<file path="src/rtl/lif_array_scheduler.sv">
// Time-multiplexed leaky-integrate-and-fire scheduler: one shared update datapath
// sweeps N_NEURONS virtual neurons per timestep and streams spike indices out.
module lif_array_scheduler #(
    parameter int unsigned N_NEURONS  = 8,
    parameter int unsigned W          = 8,
    parameter int unsigned THRESHOLD  = 64,
    parameter int unsigned LEAK_SHIFT = 2,
    parameter int unsigned REFRAC     = 4,
    localparam int unsigned IDX_W     = $clog2(N_NEURONS)
) (
    input  logic             clk,
    input  logic             rst_n,
    input  logic             tick,
    input  logic             in_we,
    input  logic [IDX_W-1:0] in_idx,
    input  logic [W-1:0]     in_data,
    output logic             spk_valid,
    output logic [IDX_W-1:0] spk_idx,
    input  logic             spk_ready,
    output logic             busy,
    output logic             done,
    output logic             overrun
);

    localparam int unsigned R_W = 4;

    typedef enum logic [1:0] {
        IDLE   = 2'd0,
        UPDATE = 2'd1,
        FLUSH  = 2'd2
    } state_e;

    state_e state_q, state_d;

    logic [W-1:0]     v_q   [N_NEURONS];
    logic [W-1:0]     v_d   [N_NEURONS];
    logic [R_W-1:0]   r_q   [N_NEURONS];
    logic [R_W-1:0]   r_d   [N_NEURONS];
    logic [W-1:0]     buf_q [N_NEURONS];
    logic [W-1:0]     buf_d [N_NEURONS];

    logic [IDX_W-1:0] idx_q, idx_d;
    logic             spk_valid_q, spk_valid_d;
    logic [IDX_W-1:0] spk_idx_q, spk_idx_d;
    logic             done_q, done_d;
    logic             overrun_q, overrun_d;
    logic             busy_q, busy_d;

    logic             out_free;
    logic             commit;
    logic             last;
    logic             in_ok;
    logic [W-1:0]     cur_v, cur_i, leak, s_sat;
    logic [R_W-1:0]   cur_r;
    logic [W:0]       sum;
    logic             fire;

    // Shared update datapath for the neuron currently addressed by idx_q
    always_comb begin
        out_free = !spk_valid_q || spk_ready;
        commit   = (state_q == UPDATE) && out_free;
        last     = (idx_q == IDX_W'(N_NEURONS - 1));
        in_ok    = in_we && (32'(in_idx) < N_NEURONS);
        cur_v    = v_q[idx_q];
        cur_r    = r_q[idx_q];
        cur_i    = buf_q[idx_q];
        leak     = cur_v >> LEAK_SHIFT;
        sum      = (W+1)'(cur_v) - (W+1)'(leak) + (W+1)'(cur_i);
        s_sat    = sum[W] ? '1 : sum[W-1:0];
        fire     = (cur_r == '0) && (32'(s_sat) >= THRESHOLD);
    end

    // State register
    always_ff @(posedge clk) begin
        if (!rst_n) state_q <= IDLE;
        else        state_q <= state_d;
    end

    // Next-state logic; a tick coinciding with done is treated as an overrun
    always_comb begin
        state_d = state_q;
        case (state_q)
            IDLE:    if (tick && !done_q) state_d = UPDATE;
            UPDATE:  if (commit && last)  state_d = FLUSH;
            FLUSH:   if (out_free)        state_d = IDLE;
            default: state_d = IDLE;
        endcase
    end

    // Datapath and output next-values
    always_comb begin
        logic [W:0] add_tmp;
        add_tmp     = '0;
        idx_d       = idx_q;
        spk_valid_d = spk_valid_q;
        spk_idx_d   = spk_idx_q;
        done_d      = (state_q == FLUSH) && out_free;
        overrun_d   = overrun_q || (tick && ((state_q != IDLE) || done_q));
        busy_d      = (state_d != IDLE);
        v_d         = v_q;
        r_d         = r_q;
        buf_d       = buf_q;

        if (state_q == IDLE && tick && !done_q) idx_d = '0;
        if (commit && !last) idx_d = idx_q + IDX_W'(1);

        if (spk_valid_q && spk_ready) spk_valid_d = 1'b0;
        if (commit && fire) begin
            spk_valid_d = 1'b1;
            spk_idx_d   = idx_q;
        end

        for (int unsigned n = 0; n < N_NEURONS; n++) begin
            if (commit && idx_q == IDX_W'(n)) begin
                if (cur_r != '0) begin
                    r_d[n] = cur_r - R_W'(1);
                    v_d[n] = '0;
                end else if (fire) begin
                    r_d[n] = R_W'(REFRAC);
                    v_d[n] = '0;
                end else begin
                    v_d[n] = s_sat;
                end
                buf_d[n] = '0;
            end
            // A write racing the commit of the same neuron belongs to the next timestep
            if (in_ok && in_idx == IDX_W'(n)) begin
                add_tmp = (W+1)'(buf_q[n]) + (W+1)'(in_data);
                if (commit && idx_q == IDX_W'(n)) buf_d[n] = in_data;
                else                              buf_d[n] = add_tmp[W] ? '1 : add_tmp[W-1:0];
            end
        end
    end

    // Register file and output registers
    always_ff @(posedge clk) begin
        if (!rst_n) begin
            for (int unsigned n = 0; n < N_NEURONS; n++) begin
                v_q[n]   <= '0;
                r_q[n]   <= '0;
                buf_q[n] <= '0;
            end
            idx_q       <= '0;
            spk_valid_q <= 1'b0;
            spk_idx_q   <= '0;
            done_q      <= 1'b0;
            overrun_q   <= 1'b0;
            busy_q      <= 1'b0;
        end else begin
            for (int unsigned n = 0; n < N_NEURONS; n++) begin
                v_q[n]   <= v_d[n];
                r_q[n]   <= r_d[n];
                buf_q[n] <= buf_d[n];
            end
            idx_q       <= idx_d;
            spk_valid_q <= spk_valid_d;
            spk_idx_q   <= spk_idx_d;
            done_q      <= done_d;
            overrun_q   <= overrun_d;
            busy_q      <= busy_d;
        end
    end

    assign spk_valid = spk_valid_q;
    assign spk_idx   = spk_idx_q;
    assign done      = done_q;
    assign overrun   = overrun_q;
    assign busy      = busy_q;

endmodule
</file>
<file path="config.mk">
export PLATFORM = sky130hd
export DESIGN_NAME = lif_array_scheduler
export DESIGN_NICKNAME = d
export VERILOG_FILES = /design/src/rtl/lif_array_scheduler.sv
export SDC_FILE = /design/constraint.sdc
export NUM_CORES = 1
export LEC_CHECK = 0
export CORE_UTILIZATION = 64
export CTS_CLUSTER_DIAMETER = 40
export DETAILED_ROUTE_END_ITERATION = 6
export PLACE_DENSITY = 0.85
export SETUP_SLACK_MARGIN = 0.4
export SYNTH_ARGS = -nofsm -noshare
export SYNTH_HDL_FRONTEND = slang
export SYNTH_SLANG_ARGS = --single-unit
</file>
<file path="constraint.sdc">
create_clock -name clk -period 6.05 [get_ports clk]
set_input_delay 1.21 -clock clk [delete_from_list [all_inputs] [get_ports clk]]
set_output_delay 1.21 -clock clk [all_outputs]
set_load 0.03 [all_outputs]
</file>
==> results by group, run 1 <==
Routing
  • DR vias: approximately 10000
  • Drt wl/cell: 20.4 um
  • Vias per cell: 6.69
  • Drt pass-1 iters: 5
  • DR iter-0 viols: 1132
  • Routed WL: 32.0 mm
  • DRC: 0
  • Number of routed nets with antenna violations: 0

Pwr
  • Power Dens Cells: around 370 nW/um^2
  • Internal: roughly 2400 uW
  • Sw Share: between 40% and 50%
  • Worst vdd ir: 0.000553 V
  • Clock power share: 23.8%
  • P_leak: 0.00486 uW
  • NetSw: between 2000 and 2500 uW
  • Comb pwr share: approximately 50%
  • Reg power frac: between 20% and 30%

Clocking
  • Post-cts gate resize count: 0
  • CTS buffer count: 17
  • TritonCTS clock tree: yes
  • Clock sinks: 172
  • Htree depth: 4
  • Post-CTS Setup Bufs: 0
  • Clock buffer depth: 2
  • Clock edge transition at the registers on the reported setup and hold paths: 0.07 ns
  • Hold buffer count at cts: 0
  • Clk_lat worst skew: 0.45 ns
  • Clock Root Buffer: clkbuf_16

Worst setup path
  • Crit. Startpoint: idx_q[0]
  • Arr. time, crit path: 5.36 ns
  • CP Class: flop to flop
  • Startpoint types: flop
  • Worst r2r src: idx_q[0]
  • Critical Path RT: roughly 6.4 ns
  • Critical path capture point type: flop
  • Worst Path Max Fanout: 24

Floorplan
  • Initial Utilization: roughly 66%
  • Core area: about 17000 sq um
  • Width of the die: 135 um
  • Top Ports: 23
  • Die Area: 18300 sq um
  • Die Height: 135 um
  • Row cnt: 48

Synthesis
  • Share of flip-flops with an asynchronous set or reset: 0%
  • Avg Synthesized Cell Area: 8.53 sq um
  • Synth Net Count: 1446
  • Yosys cell types: 69
  • Yosys top cell area share: 30.2%
  • EDFF count, synth: 0
  • Synth Flop Type: dfxtp_1
  • Synthesized instance count: 1335
  • Flops & latches, synth: 172
  • Seq/Total Area, Yosys: 30.2%
  • Dominant cell type by area after synthesis: dfxtp_1
  • Cell Area, Synth: about 11000 sq um
  • Area contributors post-synth: dfxtp_1 30%, ha_1 8.9%, mux4_2 7.3%
  • Synth Warn #: 0

STA
  • Period utilization: 83.2%
  • Final Hold Fails: 0
  • Slew headroom: around 25%
  • Setup violations, final: 0
  • RSZ-0062 raised after global routing: no
  • Slew @ Worst Pin: ~1.1 ns
  • Slew Limit Fails: 0
  • Worst hold slack: 0.461 ns
  • Final clock skew: between 0.01 and 0.015 ns
  • Final setup TNS: 0 ns
  • Minimum clock period: 5.04 ns
  • Max Clk Rate: 199 MHz

Run
  • Number of max-cap violations: 0

GRT
  • GR Overflow Total: 0
  • Vias in the first global route: 9969
  • Antenna violations before repair: 0
  • First-pass GRT wire length: 51.2 mm
  • Largest net degree at the start of global routing: 96
  • GR Util All Layers: 36.0%

Cells and area
  • FILL cells: 1270
  • Final nets: 1441
  • Share of layout cells above drive strength 1: 9.38%
  • Register area: 3450 sq um
  • Area grow syn2layout: 7.67%
  • Diode count: 0
  • Fin util: 70.7%
  • Most frequent cells in the layout: 202 x nand2_1, 170 x dfxtp_1, 104 x nor2_1, 81 x ha_1, 65 x nand3_1
  • Multi-input gate area: roughly 7500 sq um
  • Most common cell after layout, fill and taps aside: nand2_1

Placed design
  • IO buf count: 22
  • GPL Wtd Cong: 0.978
  • HPWL after DPL: between 20 and 25 mm

Min path
  • Worst hold path startpoint: r_q[14]
  • Hold Crit Class: flop to flop

Run status
  • Status: completed
## final timing paths
check | to | slack, ns | cells past startpoint
worst max-delay path | v_q[34] | 1.01 | 14
worst max register to register | v_q[34] | 1.01 | 14
worst min register to register | r_q[14] | 0.46 | 2
worst min-delay path | r_q[14] | 0.46 | 2
## logic make-up after synthesis
kind of cell    count (synthesis)  synth area share, %
compound gates                333                 19.5
flops                         172                 30.2
xor+xnor                       38                 2.99
buf+inv                       107                 4.18
simple gates                  513                 20.9
mux                            77                 10.8
fa+ha+maj                      95                 11.4
## power groups by stage
stage / clock (uW) / combinational (uW) / sequential, uW
2_1_floorplan: 0 / 1770 / 1240
4_1_cts: 1070 / 2150 / 1230
6_report: 1070 / 2210 / 1230
3_3_place_gp: 0 / 2070 / 1250
5_1_grt: 1110 / 2360 / 1230
3_5_place_dp: 0 / 2110 / 1250
## registers in the layout, summed over array words and instances, names as in the netlist
register and count:
overrun 1, v_q 64, busy 1, idx_q 3, spk_idx 3, state_q 2, done 1, buf_q 64
spk_valid 1, r_q 32
## cell type report
type	count	share of cell area, %
timing repair buffer	40	2.88
tap	225	2.30
clock inverter	14	1.00
multi-input combinational	1056	60.9
sequential	172	28.1
inverter	43	1.32
clock buffer	18	3.50
## cell usage after synthesis (13+ instances only)
master and n:
nand3_1 65, a31o_2 13, inv_1 42, dfxtp_1 172, and3_1 21, xnor2_1 14
a21o_1 17, xor2_1 23, clkbuf_1 43, nand2b_1 19, o31ai_1 56, nor3_1 17
mux4_2 37, nand2_1 202, nor2b_1 26, a21oi_1 46, o21ai_1 14, o22ai_1 24
o21a_1 23, fa_1 14, nor2_1 104, ha_1 81, mux2i_1 39, o21ai_0 54
a31oi_1 24
## through the flow
| stage | cell area, sq um | setup slack (ns) | total power, uW | instances |
|---|---|---|---|---|
| finish | 12300 | 1.01 | 4500 | 1568 |
| global route | 12300 | 0.714 | 4700 | 1568 |
| CTS | 12300 | 1.09 | 4440 | 1568 |
| detailed placement | 11700 | 1.14 | 3360 | 1536 |
| global placement | 11700 | 1.26 | 3320 | 1536 |
| floorplan | 11400 | 1.50 | 3010 | 1335 |
## per-layer routing
metal / GRT usage, % / part of all wire (%) / wire [um]
met5: 0 / 0 / 0
met2: 55.9 / 45 / 14500
met3: 8.19 / 10 / 3270
met1: 47.1 / 40 / 12900
met4: 18.0 / 4.3 / 1370
## worst max-delay path: stages, from the launching register on
cell and delay [ns]:
dfxtp_2 0.83, buf_4 0.40, mux4_2 0.54, mux2i_1 0.18, ha_1 0.15, inv_1 0.04
ha_1 0.23, fa_1 0.44, a211oi_1 0.38, o21ai_0 0.21, and4_1 0.24, o211ai_1 0.23
a21o_1 0.53, buf_4 0.37, o31ai_1 0.13
No activity file was read; power rests on OpenSTA's default activity.
==> run 2, diff against run 1 <==
--- a/config.mk
+++ b/config.mk
@@ -5,10 +5,10 @@
 export SDC_FILE = /design/constraint.sdc
 export NUM_CORES = 1
 export LEC_CHECK = 0
-export CORE_UTILIZATION = 64
+export CORE_UTILIZATION = 57
 export CTS_CLUSTER_DIAMETER = 40
 export DETAILED_ROUTE_END_ITERATION = 6
-export PLACE_DENSITY = 0.85
+export PLACE_DENSITY = 0.8
 export SETUP_SLACK_MARGIN = 0.4
 export SYNTH_ARGS = -nofsm -noshare
 export SYNTH_HDL_FRONTEND = slang
==> constraint.sdc (replaced) <==
create_clock -name clk -period 4.63 [get_ports clk]
set_input_delay 0.926 -clock clk [delete_from_list [all_inputs] [get_ports clk]]
set_output_delay 0.926 -clock clk [all_outputs]
set_load 0.03 [all_outputs]
==> run 2 against run 1 <==
Global-route usage decreased by 3.7 points; cell count increased by 3.8%; maximum frequency increased by 21%; hold slack improved by 0.0018 ns; sequential power increased by 29%; clock power increased by 36%; combinational power increased by 49%; clock skew increased by 0.0064 ns; largest cell class unchanged; largest power group unchanged.
==> results by group, run 2 (synthesized netlist as in run 1, its figures left out) <==
STA
  • Max Clk Rate: around 240 MHz
  • Minimum clock period: around 4.1 ns
  • Period utilization: 89.6%
  • Slew headroom: between 30% and 40%
  • RSZ-0062 raised after global routing: no
  • Final Hold Fails: 0
  • Final clock skew: 0.0166 ns
  • Final setup TNS: 0 ns
  • Setup violations, final: 0
  • Slew Limit Fails: 0
  • Slew @ Worst Pin: 0.940 ns

Worst setup path
  • Critical path capture point type: flop
  • RR Endpoint: v_q[27]
  • Arr. time, crit path: 4.49 ns
  • Startpoint types: flop
  • CP Class: flop to flop
  • CP endpoint: v_q[27]
  • Reg2Reg Setup Slack: 0.48 ns
  • Worst-case reg-to-reg path depth: 17
  • Worst Path Max Fanout: 28
  • Critical Path RT: 4.98 ns
  • Worst r2r src: idx_q[0]
  • Crit. Startpoint: idx_q[0]

Cells and area
  • Most frequent cells in the layout: 202 x nand2_1, 170 x dfxtp_1, 103 x nor2_1, 80 x ha_1, 65 x nand3_1
  • FILL cells: 1597
  • Most common cell after layout, fill and taps aside: nand2_1
  • Post-route cell area: 12700 sq um
  • Diode count: 0
  • Final nets: approximately 1500
  • Regs by FF count: buf_q (64), v_q (64), r_q (32)
  • Fin util: 64.8%
  • Share of layout cells above drive strength 1: between 10% and 20%
  • Area grow syn2layout: 11.1%

Run status
  • Status: completed

Clocking
  • Clock sinks: 172
  • Clk_lat worst skew: 0.44 ns
  • Clock edge transition at the registers on the reported setup and hold paths: 0.07 ns
  • Htree depth: 4
  • CTS buffer count: 17
  • Clock buffer depth: 2
  • TritonCTS clock tree: yes
  • Clock Root Buffer: clkbuf_16
  • Hold buffer count at cts: 0

Routing
  • Drt wl/cell: 20.1 um
  • Number of routed nets with antenna violations: 0
  • Routed WL: 32.7 mm
  • Drt pass-1 iters: 7
  • DRC: 0
  • DR vias: 10600
  • DR iter-0 viols: 1058
  • Vias per cell: about 6.5

Pwr
  • P_leak: 0.00502 uW
  • Power Dens Cells: 502 nW/um^2
  • Worst vdd ir: about 0.00073 V

Floorplan
  • Die Area: 20600 sq um
  • Top Ports: 23
  • Width of the die: about 140 um
  • Row cnt: just over 50
  • Core area: 19500 sq um
  • Die Height: 143 um
  • Initial Utilization: 58.3%

Min path
  • Hold Crit Class: flop to flop

GRT
  • Largest net degree at the start of global routing: 90
  • GR Overflow Total: 0
  • First-pass GRT wire length: a little over 50 mm
  • Vias in the first global route: 9814
  • GR Util All Layers: 32.3%
  • Antenna violations before repair: 0

Placed design
  • HPWL after DPL: 22.8 mm
  • GPL Wtd Cong: between 0.9 and 1
  • DP Area: 11900 sq um
  • IO buf count: 22

Run
  • Number of max-cap violations: 0
==> run 2: changes by cell type in the layout (fill, tap and decap cells not counted), moves of 3 or more <==
cell,before,now
buf_4,19,32
buf_6,0,3
o31ai_1,56,51
o31ai_2,0,5
==> run 2: cell type report <==
type	count	area, sq um	area share (%)
sequential	172	3450	27.3
clock inverter	11	121	0.959
tap	265	332	2.62
multi-input combinational	1056	7550	59.6
timing repair buffer	60	582	4.60
inverter	43	161	1.28
clock buffer	21	460	3.64
==> run 2: repair_timing <==
action                     4_1_cts  5_1_grt
gates cloned                     1        1
setup buffers                    0        5
setup endpoints to repair       84       79
pin swaps                        0        6
gates resized for setup          6       22
==> run 2: power by group <==
group          switching, uW  total (uW)  internal (uW)
sequential              52.9        1590           1540
clock                    669        1460            789
combinational           2230        3300           1070
==> run 2: stage by stage <==
| step | hold slack (ns) | worst slack (ns) | total power [uW] | std cells |
|---|---|---|---|---|
| 2_1_floorplan | 0.434 | 0.412 | 3930 | 1335 |
| 3_5_place_dp | 0.453 | 0.0145 | 4300 | 1589 |
| 5_1_grt | 0.482 | 0.362 | 6600 | 1628 |
| 3_3_place_gp | 0.443 | 0.129 | 4290 | 1589 |
| 6_report | 0.462 | 0.483 | 6350 | 1628 |
| 4_1_cts | 0.466 | 0.450 | 5840 | 1622 |
==> run 2: worst min-delay path by stage <==
stage / startpoint / to / slack (ns) / cells past startpoint
floorplan: r_q[10] / r_q[10] / 0.43 / 2
global placement: r_q[18] / r_q[18] / 0.44 / 2
detailed placement: spk_idx[1] / spk_idx[1] / 0.45 / 2
CTS: spk_idx[1] / spk_idx[1] / 0.47 / 2
global route: r_q[19] / r_q[19] / 0.48 / 2
finish: spk_idx[1] / spk_idx[1] / 0.46 / 2
==> run 2: critical path, cell delays in order (launching register included) <==
cell,delay [ns]
dfxtp_4,0.39
buf_6,0.14
buf_4,0.11
mux4_2,0.48
nand2_1,0.13
and2_1,0.17
inv_1,0.06
fa_1,0.47
inv_1,0.04
ha_2,0.37
a211oi_4,0.09
nor4_2,0.33
a211oi_1,0.07
or3_1,0.34
a21o_1,0.21
buf_4,0.16
clkbuf_16,0.20
o31ai_2,0.27
==> run 2: per-layer routing <==
layer  GRT usage, %  vias to the layer above  wire [um]
met2           50.3                      546      14900
met3           7.50                       80       3320
met1           43.3                     5031      13500
li1               -                     4910          -
met4           12.9                        0       1050
met5              0                        -          0
